$ cat config.mk
export PLATFORM = sky130hd
export DESIGN_NAME = imem_boot_loader
export DESIGN_NICKNAME = d
export VERILOG_FILES = /design/src/rtl/imem_boot_pkg.sv /design/src/rtl/boot_word_assembler.sv /design/src/rtl/imem_boot_loader.sv
export SDC_FILE = /design/constraint.sdc
export NUM_CORES = 1
export LEC_CHECK = 0
export CAP_MARGIN = 15
export CELL_PAD_IN_SITES_DETAIL_PLACEMENT = 0
export CELL_PAD_IN_SITES_GLOBAL_PLACEMENT = 1
export CORE_UTILIZATION = 35
export DETAILED_ROUTE_END_ITERATION = 8
export MAX_ROUTING_LAYER = met4
export PLACE_DENSITY_LB_ADDON = 0.1
export SYNTH_ARGS = -nofsm -noshare
export SYNTH_HDL_FRONTEND = slang
export SYNTH_SLANG_ARGS = --single-unit
$ cat constraint.sdc
create_clock -name clk -period 2.13 [get_ports clk]
set_clock_uncertainty 0.15 [all_clocks]
set_input_delay 0.3195 -clock clk [delete_from_list [all_inputs] [get_ports clk]]
set_output_delay 0.3195 -clock clk [all_outputs]
set_load 0.02 [all_outputs]
$ cat src/rtl/imem_boot_pkg.sv
// imem_boot_pkg: shared types and constants for the instruction-memory boot loader.
// Latency: n/a (types, constants and a state-decode helper only).
// Backpressure: n/a.
// Contents: loader FSM state enum, default frame sync byte, byte-index width,
//           and a helper that says which states take bytes from the source.
package imem_boot_pkg;

   typedef enum logic [2:0] {
      IDLE,
      LEN_LO,
      LEN_HI,
      DATA,
      WRITE,
      CSUM,
      DONE,
      ERR
   } boot_state_t;

   localparam logic [7:0] SYNC_BYTE_DEFAULT = 8'hA5;

   // Four bytes per 32-bit word.
   localparam int BYTE_IDX_W = 2;

   // States in which the loader is willing to take a byte from the source.
   function automatic logic state_takes_bytes(input boot_state_t s);
      return (s == IDLE) || (s == LEN_LO) || (s == LEN_HI) ||
             (s == DATA) || (s == CSUM);
   endfunction

endpackage

$ cat src/rtl/boot_word_assembler.sv
// boot_word_assembler: packs accepted data bytes little-endian into 32-bit words and sums them mod 256.
// Latency: word/csum update on the edge that accepts a byte; word_complete is combinational with the 4th accept.
// Backpressure: none of its own; the parent only pulses accept when a byte is really taken.
// Ports:
//   clk, rst        clock, synchronous active-high reset
//   data_byte       byte to absorb when accept is high
//   accept          absorb data_byte this cycle
//   clear           restart a frame: byte index and checksum go to zero
//   word            assembled word (first byte in [7:0], fourth in [31:24])
//   word_complete   high in the cycle the 4th byte of a word is accepted
//   csum            running mod-256 sum of all accepted bytes since clear
module boot_word_assembler
   import imem_boot_pkg::*;
(
   input  logic        clk,
   input  logic        rst,
   input  logic [7:0]  data_byte,
   input  logic        accept,
   input  logic        clear,
   output logic [31:0] word,
   output logic        word_complete,
   output logic [7:0]  csum
);

   logic [BYTE_IDX_W-1:0] byte_idx;

   always_ff @(posedge clk) begin
      if (rst) begin
         word     <= '0;
         byte_idx <= '0;
         csum     <= '0;
      end else if (clear) begin
         byte_idx <= '0;
         csum     <= '0;
      end else if (accept) begin
         // Shifting in from the top leaves byte 0 in [7:0] after four bytes.
         word     <= {data_byte, word[31:8]};
         byte_idx <= byte_idx + 1'b1;
         csum     <= csum + data_byte;
      end
   end

   assign word_complete = accept && (byte_idx == '1);

endmodule

$ cat src/rtl/imem_boot_loader.sv
// imem_boot_loader: streams a framed image (sync, 16-bit LE length, LE words, 8-bit sum) into imem, then releases the core.
// Latency: imem_we in the cycle after a word's 4th byte; boot_done/core_rstn the cycle after a good checksum byte.
// Backpressure: rx_ready drops during WRITE, DONE and ERR; a byte offered then is held by the source, not lost.
// Optional feature macro: BOOT_TIMEOUT_EN (inter-byte timeout of TIMEOUT_CYCLES outside IDLE).
// Ports:
//   clk, rst                 clock, synchronous active-high reset
//   rx_data/rx_valid/rx_ready byte source handshake (accept when valid && ready)
//   imem_we/imem_addr/imem_wdata  instruction memory write port
//   core_rstn                active-low core reset, released only on a good load
//   boot_done / boot_err     sticky load-complete / load-failed flags
//   words_loaded             number of words written in the current frame
module imem_boot_loader
   import imem_boot_pkg::*;
#(
   parameter int         MEM_DEPTH      = 64,
   parameter int         ADDR_W         = $clog2(MEM_DEPTH),
   parameter logic [7:0] SYNC_BYTE      = SYNC_BYTE_DEFAULT,
   parameter int         TIMEOUT_CYCLES = 100000
)(
   input  logic              clk,
   input  logic              rst,
   input  logic [7:0]        rx_data,
   input  logic              rx_valid,
   output logic              rx_ready,
   output logic              imem_we,
   output logic [ADDR_W-1:0] imem_addr,
   output logic [31:0]       imem_wdata,
   output logic              core_rstn,
   output logic              boot_done,
   output logic              boot_err,
   output logic [ADDR_W:0]   words_loaded
);

   if (MEM_DEPTH < 1 || MEM_DEPTH > 65535) begin : g_bad_depth
      $error("imem_boot_loader: MEM_DEPTH must be 1..65535");
   end
   if (TIMEOUT_CYCLES < 2) begin : g_bad_timeout
      $error("imem_boot_loader: TIMEOUT_CYCLES must be at least 2");
   end

   boot_state_t       state, state_nxt;
   logic [15:0]       len;
   logic [15:0]       len_full;
   logic [ADDR_W:0]   word_idx;
   logic [ADDR_W:0]   word_idx_inc;
   logic              accept;
   logic              sync_seen;
   logic              asm_accept;
   logic [31:0]       asm_word;
   logic              asm_word_complete;
   logic [7:0]        asm_csum;
   logic              tmo_expired;

   assign accept       = rx_valid && rx_ready;
   assign sync_seen    = accept && (state == IDLE) && (rx_data == SYNC_BYTE);
   assign asm_accept   = accept && (state == DATA);
   assign len_full     = {rx_data, len[7:0]};
   assign word_idx_inc = word_idx + 1'b1;

   boot_word_assembler u_asm (
      .clk           (clk),
      .rst           (rst),
      .data_byte     (rx_data),
      .accept        (asm_accept),
      .clear         (sync_seen),
      .word          (asm_word),
      .word_complete (asm_word_complete),
      .csum          (asm_csum)
   );

`ifdef BOOT_TIMEOUT_EN
   localparam int TMO_W = $clog2(TIMEOUT_CYCLES);

   logic [TMO_W-1:0] tmo_cnt;
   logic             tmo_state;

   // IDLE is deliberately excluded: the loader may wait forever for a frame.
   assign tmo_state   = (state == LEN_LO) || (state == LEN_HI) ||
                        (state == DATA)   || (state == CSUM);
   assign tmo_expired = tmo_state && !accept &&
                        (tmo_cnt == TMO_W'(TIMEOUT_CYCLES - 1));

   always_ff @(posedge clk) begin
      if (rst) begin
         tmo_cnt <= '0;
      end else if (accept || (state_nxt != state) || !tmo_state) begin
         tmo_cnt <= '0;
      end else begin
         tmo_cnt <= tmo_cnt + 1'b1;
      end
   end
`else
   assign tmo_expired = 1'b0;
`endif

   always_comb begin
      state_nxt = state;
      case (state)
         IDLE: begin
            if (sync_seen) state_nxt = LEN_LO;
         end
         LEN_LO: begin
            if (accept) state_nxt = LEN_HI;
         end
         LEN_HI: begin
            // Length is validated before any write, so imem_addr stays in range.
            if (accept) begin
               if (len_full > 16'(MEM_DEPTH)) state_nxt = ERR;
               else if (len_full == 16'd0)    state_nxt = CSUM;
               else                           state_nxt = DATA;
            end
         end
         DATA: begin
            if (asm_word_complete) state_nxt = WRITE;
         end
         WRITE: begin
            if (16'(word_idx_inc) == len) state_nxt = CSUM;
            else                          state_nxt = DATA;
         end
         CSUM: begin
            if (accept) state_nxt = (rx_data == asm_csum) ? DONE : ERR;
         end
         DONE:    state_nxt = DONE;
         ERR:     state_nxt = ERR;
         default: state_nxt = IDLE;
      endcase
      if (tmo_expired) state_nxt = ERR;
   end

   always_ff @(posedge clk) begin
      if (rst) begin
         state     <= IDLE;
         len       <= '0;
         word_idx  <= '0;
         rx_ready  <= 1'b0;
         imem_we   <= 1'b0;
         core_rstn <= 1'b0;
         boot_done <= 1'b0;
         boot_err  <= 1'b0;
      end else begin
         state <= state_nxt;
         if (accept && (state == LEN_LO)) len[7:0]  <= rx_data;
         if (accept && (state == LEN_HI)) len[15:8] <= rx_data;
         if (sync_seen)                   word_idx  <= '0;
         else if (state == WRITE)         word_idx  <= word_idx_inc;
         // Status outputs are registered from the next state so they line up
         // with the state they describe without a decode after the flops.
         rx_ready  <= state_takes_bytes(state_nxt);
         imem_we   <= (state_nxt == WRITE);
         core_rstn <= (state_nxt == DONE);
         boot_done <= (state_nxt == DONE);
         boot_err  <= (state_nxt == ERR);
      end
   end

   assign imem_addr    = word_idx[ADDR_W-1:0];
   assign imem_wdata   = asm_word;
   assign words_loaded = word_idx;

endmodule

* Word-level counts from Yosys, hierarchy flattened *
Index checks and enable logic that the tools add are counted.
Widths: inputs -> output; s select.

cells by class
  muxes and demuxes = 10
  add/subtract/negate cells = 3
  magnitude comparators = 1
  reductions and logical operators = 16
  multiply operators = 0
  divide/modulo/power cells = 0
  shifts and indexed selects = 0
  bitwise gates (word level) = 1
  equality and inequality tests = 18

operators by type and width
  operator             count
  $eq 3x3->1 const B   8
  $mux 3               8
  $pmux 3 s8           1
  $eq 7x16->1          1
  $gt 16x7->1 const B  1
  $logic_not 16->1     1
  $eq 3x2->1 const B   4
  $add 8x8->8          1
  $eq 8x8->1           1
  $eq 8x8->1 const B   1
  $add 7x1->7 const B  1
  $logic_and 1x1->1    7
  $eq 3x1->1 const B   2
  $logic_not 3->1      2
  $logic_or 1x1->1     4
  $add 2x1->2 const B  1
  $eq 2x2->1 const B   1
  $reduce_and 2->1     1
  $reduce_or 2->1      1
  $mux 1               1
  $not 1->1            1

storage, ports and cells
  bits in read-only memories = 0
  latch bits = 0
  register bits = 72
  input port bits = 11
  memories = 0
  bits in writable memories = 0
  logic and storage cells = 60

* Longest topological paths before layout *
  depth after elaboration = 10
  mapped depth = 9

* Hierarchy *
Synthesis repeated with hierarchy kept, for this count alone.

second synthesis, totals
  cell total of the unflattened synthesis = 416
  area, all modules = 3480.8 um^2

by module, submodules not included
  module               cells an instance  area each (um^2)  times used
  boot_word_assembler  224                1825.5            1
  imem_boot_loader     192                1655.3            1

* Worst setup path before layout *
No wires, ideal clock.

  path kind = register -> register
  start point = register word_idx[0], in the netlist words_loaded[0]
  end point = register imem_we
  arrival = 1.983 ns
  data required time = 1.893 ns
  cell stages (with the launch flop) = 8
  path buffers = 0
  library setup time = 0.087 ns
  clock period less this slack = 2.220 ns
  setup slack = -0.090 ns
  path through = dfxtp_1 -> ha_1 -> xnor2_1 -> nand4_1 -> nor4_2 -> o2111ai_1 -> o31ai_2 -> nor4b_4

on the way
  cells in the longest elaborated chain, start to end = 5

ends and longest elaborated chain
  what                    line                     RTL
  start, declared         imem_boot_loader.sv:44   logic [ADDR_W:0] word_idx;
  start signal, assigned  imem_boot_loader.sv:145  else if (state == WRITE) word_idx <= word_idx_inc;
  $add 7x1->7             imem_boot_loader.sv:58   assign word_idx_inc = word_idx + 1'b1;
  net word_idx_inc[1]     imem_boot_loader.sv:45   logic [ADDR_W:0] word_idx_inc;
  $eq 7x16->1             imem_boot_loader.sv:117  if (16'(word_idx_inc) == len) state_nxt = CSUM;
  $mux 3                  imem_boot_loader.sv:117
  $pmux 3 s8              imem_boot_loader.sv:98   case (state)
  $eq 3x3->1              imem_boot_loader.sv:149  imem_we <= (state_nxt == WRITE);
  end signal, assigned    imem_boot_loader.sv:149
  end, declared           imem_boot_loader.sv:25   output logic imem_we,

The timed path passes the listed nets, and every way through them passes these cells.
A chain may end at the register's enable or synchronous reset.

* Worst setup path in the final report *
  start point = input rx_data[5]
  end point = register imem_we

on the way
  cells in the longest elaborated chain, start to end = 6

ends and longest elaborated chain
  what                                                 line                     RTL
  start, declared                                      imem_boot_loader.sv:22   input logic [7:0] rx_data,
  branches (longest 4 deep; another with $gt 16x7->1)  --
  $pmux 3 s8 *                                         imem_boot_loader.sv:98
  $eq 3x3->1 *                                         imem_boot_loader.sv:149

Mark *: on every way between the ends.

==> impl_results.md <==
* Status: finished with violations
* Failing checks: setup timing
* Total Wirelength at 8.66 mm
* TritonCTS clock tree: done
* Worst R2R End: imem_we
* CTS buffer count at 9
* First-pass GRT wire length at 14.4 mm
* Seq cells post-synth at slightly above 70
* Overall Power at between 2 and 3 mW
* Placed instance count at approximately 600
* # rows at 35
* Worst-margin pin slew at ~600 ps
* WHS Endpoint: len[2]
* Fmax at around 460 MHz
* Req. time, crit path at about 2200 ps
* Post-route ant nets at 0
* Final Hold Vio Count at 0
* Worst r2r src: len[0]
* Final net count at between 500 and 600
* DR DRC count at 0
* Crit share post-route at 101%
* Core ar. at just over 9000 um2
* Final Util at approximately half
* Slew headroom at around three fifths
* Ys async rst share at 0%
* Clk buf depth at 2
* Avg Inst Size Synth at roughly 8.4 um2
* Router iterations before antenna repair at 5
* Fillcell total at ~930
* CP Max Fanout at 3
* Fraction of layout cells with a size suffix above 1 at around a fifth
* Reg2reg path depth at 6
* Post-Syn Nets at about 420
* Tightest Hold Check Type: input port to flip-flop
* Clk slew on worst S/H paths at 70 ps
* Dpl cell area at ~4300 um2
* Setup slack at placement at -518 ps
* Synthesized instance count at about 400
* Die Width at between 90 and 100 um
* Min Hold Slack at 269 ps
* Global placement routability congestion at about 0.82
* Worst Setup SP: rx_data[5]
* Max-Cap Viols at 0
* Root buf cell: clkbuf_8
* Initial DRC Count at 108
* Mapped Area at around 3400 um2
* Worst ir drop on vdd at ~0.00029 V
* Routed len/inst at ~14 um
* Hold wc startpoint: rx_data[2]
* Chip height at approximately 100 um
* PD cells at between 500 and 600 nW/um2
* Max incr delay on CP at 470 ps
* Via/cell ratio at around 4.8
* IO buf count at 60
* Final instance area at between 4000 and 5000 um2
* Vias in the first global route at about 2800
* # IOs at between 60 and 70
* YS warnings at 0
* Most used DFF post-synth: dfxtp_1
* GR Overflow Total at 0
* Initial antenna violation count at 0
* Clock Latency Late Sink at 340 ps
* Overall Global Routing Usage at a little under a fifth
* Unrepaired setup endpoints after global routing: yes
* CTS sink count at 72
* Post-synth EDFFs at 0
* Netlist cell types at 54
* FF-to-FF setup slack at -20 ps
* Register area share after synthesis at 42.9%
* Worst path slowest cell: a311o_2
* Setup TNS at -52.0 ps
* Area growth, synth to finish at 39.7%
* H-tree Lvls at 3
* Vias at roughly 3000
* Crit path DAT at about 2300 ps
* Die area at 9990 um2
* Min cycle time layout at about 2200 ps
* Worst Slack Setup Final at -22.7 ps
* Crit end category: flip-flop
* Worst Setup Start Kind: input port
* Ant. Diodes at 0
* Setup-failing EPs final at 3
* DP Wirelength at 6.29 mm
* Cells along the critical path: clkdlybuf4s50_1 > ha_1 > nor4_1 > nand3_1 > a311o_2 > nor4b_4
* Post-route insts no fill at 620
* WHS Path Cells at 4
* Slew Limit Fails at 0
* Lkg Pwr at between 1.5 and 2 nW
* Largest net degree at the start of global routing at 55
* CTS Hold Bufs at 0
* Kind of critical path: input port to flip-flop
* Initial core utilization at ~36%
[final cells by class]
cell class	instances	area [um2]	area share [%]
clock buffer	12	155	3.31
clock inverter	3	65.1	1.39
inverter	10	37.5	0.800
multi-input combinational	287	1840	39.2
sequential	72	1450	30.9
tap	129	161	3.44
timing repair buffer	107	986	21.0
[registers in the layout, summed over array words and instances, names as in the netlist]
register and count:
boot_done 1, boot_err 1, imem_we 1, len 16, rx_ready 1, state 3, u_asm.byte_idx 2, u_asm.csum 8
u_asm.word 32, words_loaded 7
[worst max-delay path: cells and delay by family]
kind	cells	cell delay (ps)
AO/OA/AOI/OAI	1	470
adder cells (fa/ha/maj)	1	340
buffers and inverters	1	430
AND/OR/NAND/NOR	3	680
[cells by family after synthesis]
group	share of synthesized area [%]
AND/OR/NAND/NOR	24.7
XOR/XNOR	4.17
flip-flops	42.9
buffers and inverters	6.22
adder cells (fa/ha/maj)	3.95
AO/OA/AOI/OAI	13.3
multiplexers	4.77
[synth_stat cells, types with 2 or more instances]
| cell type | n | area (um2) |
|---|---|---|
| nor2_1 | 34 | 128 |
| inv_1 | 9 | 33.8 |
| clkbuf_8 | 2 | 27.5 |
| o2111ai_1 | 2 | 17.5 |
| o21a_1 | 2 | 15.0 |
| xor2_1 | 6 | 52.6 |
| nand2_1 | 78 | 293 |
| o211ai_1 | 4 | 30.0 |
| or2_1 | 2 | 12.5 |
| dfxtp_1 | 72 | 1440 |
| ha_1 | 9 | 113 |
| nand2b_1 | 3 | 18.8 |
| mux2i_1 | 16 | 160 |
| nor4_1 | 5 | 31.3 |
| a31oi_1 | 2 | 12.5 |
| and3_1 | 2 | 12.5 |
| or4_1 | 3 | 22.5 |
| o21ai_0 | 5 | 25.0 |
| nor4_2 | 2 | 25.0 |
| clkbuf_1 | 14 | 52.6 |
| buf_4 | 8 | 60.1 |
| nand3_1 | 14 | 70.1 |
| nor2b_1 | 2 | 12.5 |
| nor3_1 | 10 | 50.1 |
| a21oi_1 | 44 | 220 |
| or3_1 | 7 | 43.8 |
| buf_2 | 4 | 20.0 |
| nand4_1 | 2 | 12.5 |
| xnor2_1 | 10 | 87.6 |
[how the worst max path moves through the flow]
stage	to	slack, ps
floorplan	imem_we	50
global placement	imem_we	-490
detailed placement	u_asm.csum[6]	-520
CTS	imem_we	-7
global route	imem_we	-100
finish	imem_we	-20
[cells in the final DEF, fill, tap and decap left out, drive strengths merged, types with 3 or more instances in the layout]
master / count
dfxtp: 72
nor4: 7
or4: 4
nor2: 35
nand2b: 3
ha: 9
inv: 10
nand3: 14
nor3: 10
clkbuf: 12
a31oi: 3
or2: 3
dlygate4sd2: 5
clkdlybuf4s50: 53
o21ai: 6
buf: 48
nand2: 78
or3: 7
a21oi: 44
mux2i: 16
xnor2: 10
o211ai: 4
xor2: 6
[power by group]
part	internal [mW]	total (mW)	switching, mW	leakage, nW
combinational	0.0939	0.206	0.112	1.04
clock	0.716	1.20	0.481	0.112
sequential	1.35	1.36	0.0111	0.584
total	2.16	2.77	0.604	1.74
[per-layer routing]
layer	wire length (um)	global-route usage (%)	part of all wire, %	up-vias
met5	0	-	0	-
met4	87	5.13	1.0	0
met3	288	3.90	3.3	9
met2	3840	28.8	44	47
met1	4440	25.7	51	1391
li1	-	-	-	1537
[timing repair]
action	4_1_cts	5_1_grt
endpoints found under the setup margin	7	7
cloned	0	0
resized for setup	23	10
buffers inserted	1	2
pin swaps	11	10
Power figures use the tool's default switching activity.
